File: config.mk
export PLATFORM = sky130hd
export DESIGN_NAME = hazard_ctrl
export DESIGN_NICKNAME = d
export VERILOG_FILES = /design/src/rtl/riscv_pkg.sv /design/src/rtl/md_seq.sv /design/src/rtl/hazard_ctrl.sv
export SDC_FILE = /design/constraint.sdc
export NUM_CORES = 1
export LEC_CHECK = 0
export ABC_CLOCK_PERIOD_IN_PS = 1500
export BUFFER_PORTS_ARGS = -buffer_cell sky130_fd_sc_hd__buf_2
export CELL_PAD_IN_SITES_DETAIL_PLACEMENT = 0
export CELL_PAD_IN_SITES_GLOBAL_PLACEMENT = 1
export CORE_UTILIZATION = 24
export CTS_CLUSTER_DIAMETER = 100
export DETAILED_ROUTE_END_ITERATION = 6
export PLACE_DENSITY_LB_ADDON = 0.1
export SYNTH_ARGS = -nofsm -noshare
export SYNTH_HDL_FRONTEND = slang
export SYNTH_SLANG_ARGS = --single-unit
File: constraint.sdc
create_clock -name clk -period 1.5 [get_ports clk]
set_clock_uncertainty 0.1 [all_clocks]
set_input_delay 0.225 -clock clk [delete_from_list [all_inputs] [get_ports clk]]
set_output_delay 0.225 -clock clk [all_outputs]
set_load 0.05 [all_outputs]
File: src/rtl/riscv_pkg.sv
// Shared pipeline definitions: result-select encodings, forwarding selects
// and the MUL/DIV sequencer state type.
package riscv_pkg;

  localparam logic [2:0] RESULT_SRC_LOAD = 3'b001;

  localparam logic [1:0] FWD_RF = 2'b00;
  localparam logic [1:0] FWD_W  = 2'b01;
  localparam logic [1:0] FWD_M  = 2'b10;

  typedef enum logic [1:0] {
    IDLE,
    BUSY,
    DONE
  } md_state_t;

endpackage

File: src/rtl/md_seq.sv
// MUL/DIV sequencer: holds the instruction in E for MD_LAT cycles and
// flags the final cycle with a one-cycle done pulse.
module md_seq
  import riscv_pkg::*;
#(
  parameter int MD_LAT = 32
) (
  input  logic clk,
  input  logic rst_n,
  input  logic start_i,
  output logic mdStall_o,
  output logic busy_o,
  output logic done_o
);

  localparam int CW = (MD_LAT > 2) ? $clog2(MD_LAT) : 1;
  localparam logic [CW-1:0] CNT_INIT = CW'((MD_LAT > 2) ? (MD_LAT - 3) : 0);

  md_state_t       state_q, state_d;
  logic [CW-1:0]   cnt_q, cnt_d;

  always_ff @(posedge clk or negedge rst_n) begin
    if (!rst_n) begin
      state_q <= IDLE;
      cnt_q   <= '0;
    end else begin
      state_q <= state_d;
      cnt_q   <= cnt_d;
    end
  end

  // Start and BUSY cycles stall; the DONE cycle lets E advance, and start is
  // ignored there because it still belongs to the departing instruction.
  always_comb begin
    state_d   = state_q;
    cnt_d     = cnt_q;
    mdStall_o = 1'b0;
    done_o    = 1'b0;
    case (state_q)
      IDLE: begin
        if (start_i) begin
          mdStall_o = 1'b1;
          if (MD_LAT == 2) begin
            state_d = DONE;
          end else begin
            state_d = BUSY;
            cnt_d   = CNT_INIT;
          end
        end
      end
      BUSY: begin
        mdStall_o = 1'b1;
        if (cnt_q == '0) begin
          state_d = DONE;
        end else begin
          cnt_d = cnt_q - CW'(1);
        end
      end
      DONE: begin
        done_o  = 1'b1;
        state_d = IDLE;
      end
      default: state_d = IDLE;
    endcase
  end

  assign busy_o = (state_q != IDLE);

endmodule

File: src/rtl/hazard_ctrl.sv
// Pipeline hazard controller: E-stage forwarding, load-use stall, branch
// flush and MUL/DIV sequencing for the F/D/E/M/W stage registers.
module hazard_ctrl
  import riscv_pkg::*;
#(
  parameter int MD_LAT = 32,
  parameter int REG_AW = 5
) (
  input  logic              clk,
  input  logic              rst_n,
  input  logic [REG_AW-1:0] Rs1D,
  input  logic [REG_AW-1:0] Rs2D,
  input  logic [REG_AW-1:0] Rs1E,
  input  logic [REG_AW-1:0] Rs2E,
  input  logic [REG_AW-1:0] RdE,
  input  logic [REG_AW-1:0] RdM,
  input  logic [REG_AW-1:0] RdW,
  input  logic              RegWriteM,
  input  logic              RegWriteW,
  input  logic [2:0]        ResultSrcE,
  input  logic              PCSrcE,
  input  logic              MdStartE,
  output logic              StallF,
  output logic              StallD,
  output logic              StallE,
  output logic              FlushD,
  output logic              FlushE,
  output logic              FlushM,
  output logic [1:0]        ForwardAE,
  output logic [1:0]        ForwardBE,
  output logic              MdBusy,
  output logic              MdDone
);

  logic mdStall;
  logic loadUse;
  logic branchFlush;

  md_seq #(.MD_LAT(MD_LAT)) u_md_seq (
    .clk      (clk),
    .rst_n    (rst_n),
    .start_i  (MdStartE),
    .mdStall_o(mdStall),
    .busy_o   (MdBusy),
    .done_o   (MdDone)
  );

  // M is the younger producer, so it wins over W; x0 is never forwarded.
  always_comb begin
    ForwardAE = FWD_RF;
    ForwardBE = FWD_RF;
    if (RegWriteM && (RdM != '0) && (RdM == Rs1E))      ForwardAE = FWD_M;
    else if (RegWriteW && (RdW != '0) && (RdW == Rs1E)) ForwardAE = FWD_W;
    if (RegWriteM && (RdM != '0) && (RdM == Rs2E))      ForwardBE = FWD_M;
    else if (RegWriteW && (RdW != '0) && (RdW == Rs2E)) ForwardBE = FWD_W;
  end

  assign loadUse = (ResultSrcE == RESULT_SRC_LOAD) && (RdE != '0) &&
                   ((RdE == Rs1D) || (RdE == Rs2D));

  // A held MUL/DIV instruction in E cannot be a branch.
  assign branchFlush = PCSrcE & ~mdStall;

  assign StallF = loadUse | mdStall;
  assign StallD = loadUse | mdStall;
  assign StallE = mdStall;
  assign FlushD = branchFlush;
  assign FlushE = loadUse | branchFlush;
  assign FlushM = mdStall;

endmodule

# Word-level counts from Yosys, hierarchy flattened

Cells that the tools add are included.

Flip-flop bits (word level): 7
Bits in latches: 0
RAM bits: 0
ROM bits: 0
Bits of input ports: 44
Output and inout bits: 12
Word-level logic and storage cells: 50
Memories kept: 0

Add/subtract/negate cells: 1
$mul: 0
Divide/modulo/power cells: 0
Magnitude comparators: 0
Equality and inequality tests: 12
Shifts and indexed selects: 0
Multiplexer cells: 13
Bitwise logic cells: 4
Reduce and logical (&&, ||, !) cells: 18

Operator list:

| operator                                          | number |
|---|---|
| == test 5 bit                                     | 6 |
| nonzero test 5 bit                                | 3 |
| two-way mux 5 bit                                 | 2 |
| case mux 5 bit (2 select lines)                   | 1 |
| logical AND 1 bit                                 | 8 |
| two-way mux 2 bit                                 | 4 |
| zero test 5 bit                                   | 1 |
| subtractor 5 x 1 -> 5 bit (second input constant) | 1 |
| two-way mux 1 bit                                 | 4 |
| != test 2 bit (second input constant)             | 2 |
| case mux 2 bit (2 select lines)                   | 1 |
| nonzero test 2 bit                                | 2 |
| == test 3 x 1 -> 1 bit (second input constant)    | 1 |
| AND reduction 3 bit                               | 1 |
| == test 2 x 1 -> 1 bit (second input constant)    | 1 |
| == test 2 bit (second input constant)             | 1 |
| zero test 2 bit                                   | 1 |
| != test 2 x 1 -> 1 bit (second input constant)    | 1 |
| bitwise OR 1 bit                                  | 2 |
| case mux 1 bit (2 select lines)                   | 1 |
| AND reduction 2 bit                               | 1 |
| bitwise AND 1 bit                                 | 1 |
| logical OR 1 bit                                  | 1 |
| NOT 1 bit                                         | 1 |

# Longest topological paths before layout

Word-level depth: 5
Depth in mapped cells: 6
Depth with buffers taken out: 6

# Modules after synthesis

Synthesis repeated with hierarchy kept, for this count alone.

Cells, all modules: 97
Area, all modules: 828.3 µm²

Modules (own cells, without submodules):

| module      | times used | cells an instance | area each (µm²) | seq. area each (µm²) |
|---|---|---|---|---|
| hazard_ctrl | 1          | 55                | 434.2           | 0.0 |
| md_seq      | 1          | 42                | 394.1           | 175.2 |

# Least setup slack after synthesis

No wires, ideal clock.

Path kind: input to output
Start point: input port RdM[4]
End point: output port ForwardAE[0]
Arrival time: 2590 ps
Required time: 1175 ps
Slack: -1415 ps
Stages on the path: 4
Path buffers: 0
Cell sequence: xnor2_1 nand3_1 nor4_1 nor4_2

Cells in the longest elaborated chain, start to end: 4
Elaborated cells on any way between the ends: 5
Those cells by class: eq/ne: 1; mux: 1; reduce/logical: 3

RTL lines:

| item                | line              | source |
|---|---|---|
| from (decl)         | hazard_ctrl.sv:16 | `input logic [REG_AW-1:0] RdM,` |
| nonzero test 5 bit  | hazard_ctrl.sv:52 | `if (RegWriteM && (RdM != '0) && (RdM == Rs1E)) ForwardAE = FWD_M;` |
| logical AND 1 bit   | hazard_ctrl.sv:52 |  |
| logical AND 1 bit * | hazard_ctrl.sv:52 |  |
| two-way mux 2 bit * | hazard_ctrl.sv:52 |  |
| to (decl)           | hazard_ctrl.sv:29 | `output logic [1:0] ForwardAE,` |

Mark *: on every way between the ends. The rest lies on a longest branch, timed or not.

# Worst setup path in the final report

Start point: input port RdW[4]
End point: output port ForwardAE[0]

Cells in the longest elaborated chain, start to end: 5
Elaborated cells on any way between the ends: 6
Those cells by class: eq/ne: 1; mux: 2; reduce/logical: 3

RTL lines:

| item                | line              | source |
|---|---|---|
| from (decl)         | hazard_ctrl.sv:17 | `input logic [REG_AW-1:0] RdW,` |
| nonzero test 5 bit  | hazard_ctrl.sv:53 | `else if (RegWriteW && (RdW != '0) && (RdW == Rs1E)) ForwardAE = FWD_W;` |
| logical AND 1 bit   | hazard_ctrl.sv:53 |  |
| logical AND 1 bit * | hazard_ctrl.sv:53 |  |
| two-way mux 1 bit * | hazard_ctrl.sv:53 |  |
| two-way mux 2 bit * | hazard_ctrl.sv:52 |  |

Marks and branches as above.

==> flow_metrics.env <==
export IMPL_rsz0062_at_grt="true"
export IMPL_yosys_register_bits=7
export IMPL_crit_required_ns=1.17
export IMPL_synthSimpleGateAreaFrac_pct=24.6
export IMPL_start_util_pct=25.4
export IMPL_ys_top_cells_by_area="xor2_1, dfrtp_1, xnor2_1"
export IMPL_cts_sinks=7
export IMPL_fmax_mhz=541
export IMPL_synth_xor_area_share_pct=34.7
export IMPL_core_area_um2=3080
export IMPL_sw_frac_of_total_pct=39.5
export IMPL_worst_setup_path_end_kind="output port"
export IMPL_gp_congestion=0.695
export IMPL_worst_hold_path_type="in2async"
export IMPL_yosysSeqAreaShare_pct=22.4
export IMPL_instances_no_fill=227
export IMPL_synth_top_cells_by_count="xor2_1, dfrtp_1, nor2_1, xnor2_1, o21ai_0"
export IMPL_grt_max_degree=8
export IMPL_rows=20
export IMPL_synth_fa_ha_area_share_pct=1.60
export IMPL_die_x_um=59.1
export IMPL_synth_area_per_cell_um2=8.50
export IMPL_die_h_um=59.1
export IMPL_synth_area_leader_cell="xor2_1"
export IMPL_clock_power_share_pct=11.2
export IMPL_p_sw_uw=569
export IMPL_grt_pass1_wl_um=4130
export IMPL_grt_util_all_layers_pct=15.8
export IMPL_fin_util_pct=58.7
export IMPL_run_status="finished, violations left"
export IMPL_wirelength_um=2560
export IMPL_pwr_share_seq_pct=22.9
export IMPL_n_antenna_cell=0
export IMPL_combinationalPowerShare_pct=65.9
export IMPL_htreeDepth=1
export IMPL_critPathLaunch="RdW[4]"
export IMPL_cts_buffer_depth=2
export IMPL_n_fill_cell=273
export IMPL_area_delta_synth_final_pct=131
export IMPL_cp_slowest_cell="or4_4"
export IMPL_grt_overflow=0
export IMPL_placed_area_um2=1500
export IMPL_vias=1000
export IMPL_setup_tns_ns=-1.68
export IMPL_nets=229
export IMPL_syn_inst=92
export IMPL_route_antenna_remaining_nets=0
export IMPL_boundaryPins=56
export IMPL_drv_cap=0
export IMPL_drive_gt1_share_pct=68.9
export IMPL_cts_root_buf="clkbuf_4"
export IMPL_synthArstFlopShare_pct=100
export IMPL_synth_top_family_by_area="XOR/XNOR gates"
export IMPL_synth_edf_count=0
export IMPL_synth_top_area_share_pct=26.9
export IMPL_fin_hold_ws_ns=0.237
export IMPL_drtIter0Drc=8
export IMPL_yosysWarnings=0
export IMPL_critPathKind="in2out"
export IMPL_grt_pass1_vias=1014
export IMPL_dp_cells=220
export IMPL_crit_path_frequent_cell="buf_6"
export IMPL_syn_area_um2=782
export IMPL_fin_ws_ns=-0.349
export IMPL_p_leak_nw=0.819
export IMPL_hpwlAfterDp_um=2150
export IMPL_dr_pass1_iters=4
export IMPL_synth_compound_area_share_pct=11.5
export IMPL_synth_area_mux_share_pct=1.28
export IMPL_path_cells="buf_6, xor2_1, or4_4, nor4_4, buf_6"
export IMPL_insertion_delay_ns=0.24
export IMPL_synth_fp_nets=137
export IMPL_synthFlopType="dfrtp_1"
export IMPL_port_buffers=55
export IMPL_maxSlewViolCount=0
export IMPL_tritoncts="yes"
export IMPL_stdcell_area_um2=1810
export IMPL_clkTransAtPathRegs_ns=0.05
export IMPL_antenna_found_initial=0
export IMPL_viasPerCell=4.41
export IMPL_min_period_ns=1.85
export IMPL_synth_cell_types=29
export IMPL_cp_max_fo=3
export IMPL_p_per_area_nw_per_um2=796
export IMPL_cp_arrival_ns=1.52
export IMPL_p_int_uw=870
export IMPL_post_place_ws_ns=-0.502
export IMPL_cts_buffers=3
export IMPL_r2r_start="u_md_seq.state_q[1]"
export IMPL_post_drt_wl_per_cell_um=11.3
export IMPL_relSlewSlack_pct=76.9
export IMPL_hold_viol=0
export IMPL_p_total_mw=1.44
export IMPL_cpPeakStageDelay_ns=0.54
export IMPL_min_period_over_period_pct=123
export IMPL_startpoint_type="input pin"
export IMPL_setup_violations=10
export IMPL_synth_most_common_cell="xor2_1"
export IMPL_design_die_area_um2=3490
export IMPL_violations="setup timing"
export IMPL_drc_errors=0
export IMPL_ir_drop_mv=0.637
export IMPL_tightest_slew_ns=0.344
-- layout by cell type (no fill, tap or decap), types with 3 or more instances in the layout --
cell type   n
a21oi_1     3
buf_2      33
buf_4      27
buf_6      24
buf_8       4
clkbuf_4    3
dfrtp_1     7
nor2_1      5
nor3_1      4
nor4_4      4
or4_4       4
xnor2_4     4
xor2_1     24
-- power by group through the flow --
stage | Sequential [mW] | Clock, mW | Combinational, mW
global route | 0.338 | 0.180 | 1.03
global placement | 0.306 | 0 | 0.780
CTS | 0.315 | 0.168 | 0.887
floorplan | 0.324 | 0 | 0.423
finish | 0.329 | 0.162 | 0.948
detailed placement | 0.309 | 0 | 0.797
-- per-layer routing --
layer | global-route usage, % | wire (µm) | up-vias
li1 | - | - | 506
met3 | 1.53 | 89 | 4
met4 | 5.10 | 27 | 0
met1 | 16.2 | 874 | 465
met2 | 32.6 | 1570 | 25
met5 | 0 | 0 | -
-- sequential cells by signal (all words and copies together), names as in the netlist --
name and cells:
u_md_seq.cnt_q 5, u_md_seq.state_q 2
-- timing repair --
item / in CTS / in global routing
pin swaps: 6 / 8
hold buffers: 1 / 0
resized for setup: 47 / 19
buffers inserted: 0 / 2
setup endpoints to repair: 15 / 15
hold endpoints to repair: 7 / 0
-- layout make-up --
cell class	count	area [µm²]	share of cell area (%)
timing repair buffer	89	708	39.2
clock buffer	4	26.3	1.45
multi-input combinational	79	825	45.6
inverter	4	17.5	0.970
sequential	7	175	9.70
tap	44	55.1	3.05
-- kinds of logic after synthesis --
family | count (synthesis)
buffers and inverters | 6
muxes | 1
adders and majority gates | 1
AOI/OAI and AO/OA | 15
xor gates and xnor gates | 31
DFF | 7
and+or+nand+nor | 31
-- path summary, 6_finish.rpt --
kind	depth (start not counted)	endpoint	slack, ns
min in group clk	3	u_md_seq.cnt_q[4]	0.27
min	2	u_md_seq.cnt_q[0]	0.24
max	5	ForwardAE[0]	-0.35
min reg2reg	1	u_md_seq.state_q[1]	0.45
max in group asynchronous	2	u_md_seq.state_q[1]	0.91
max reg2reg	5	u_md_seq.cnt_q[3]	-0.03
-- worst max-delay path: cells and delay by family --
family	cells	cell delay (ns)
buffers and inverters	2	0.30
xor gates and xnor gates	1	0.15
and+or+nand+nor	2	0.85
No activity file was read; power rests on OpenSTA's default activity.
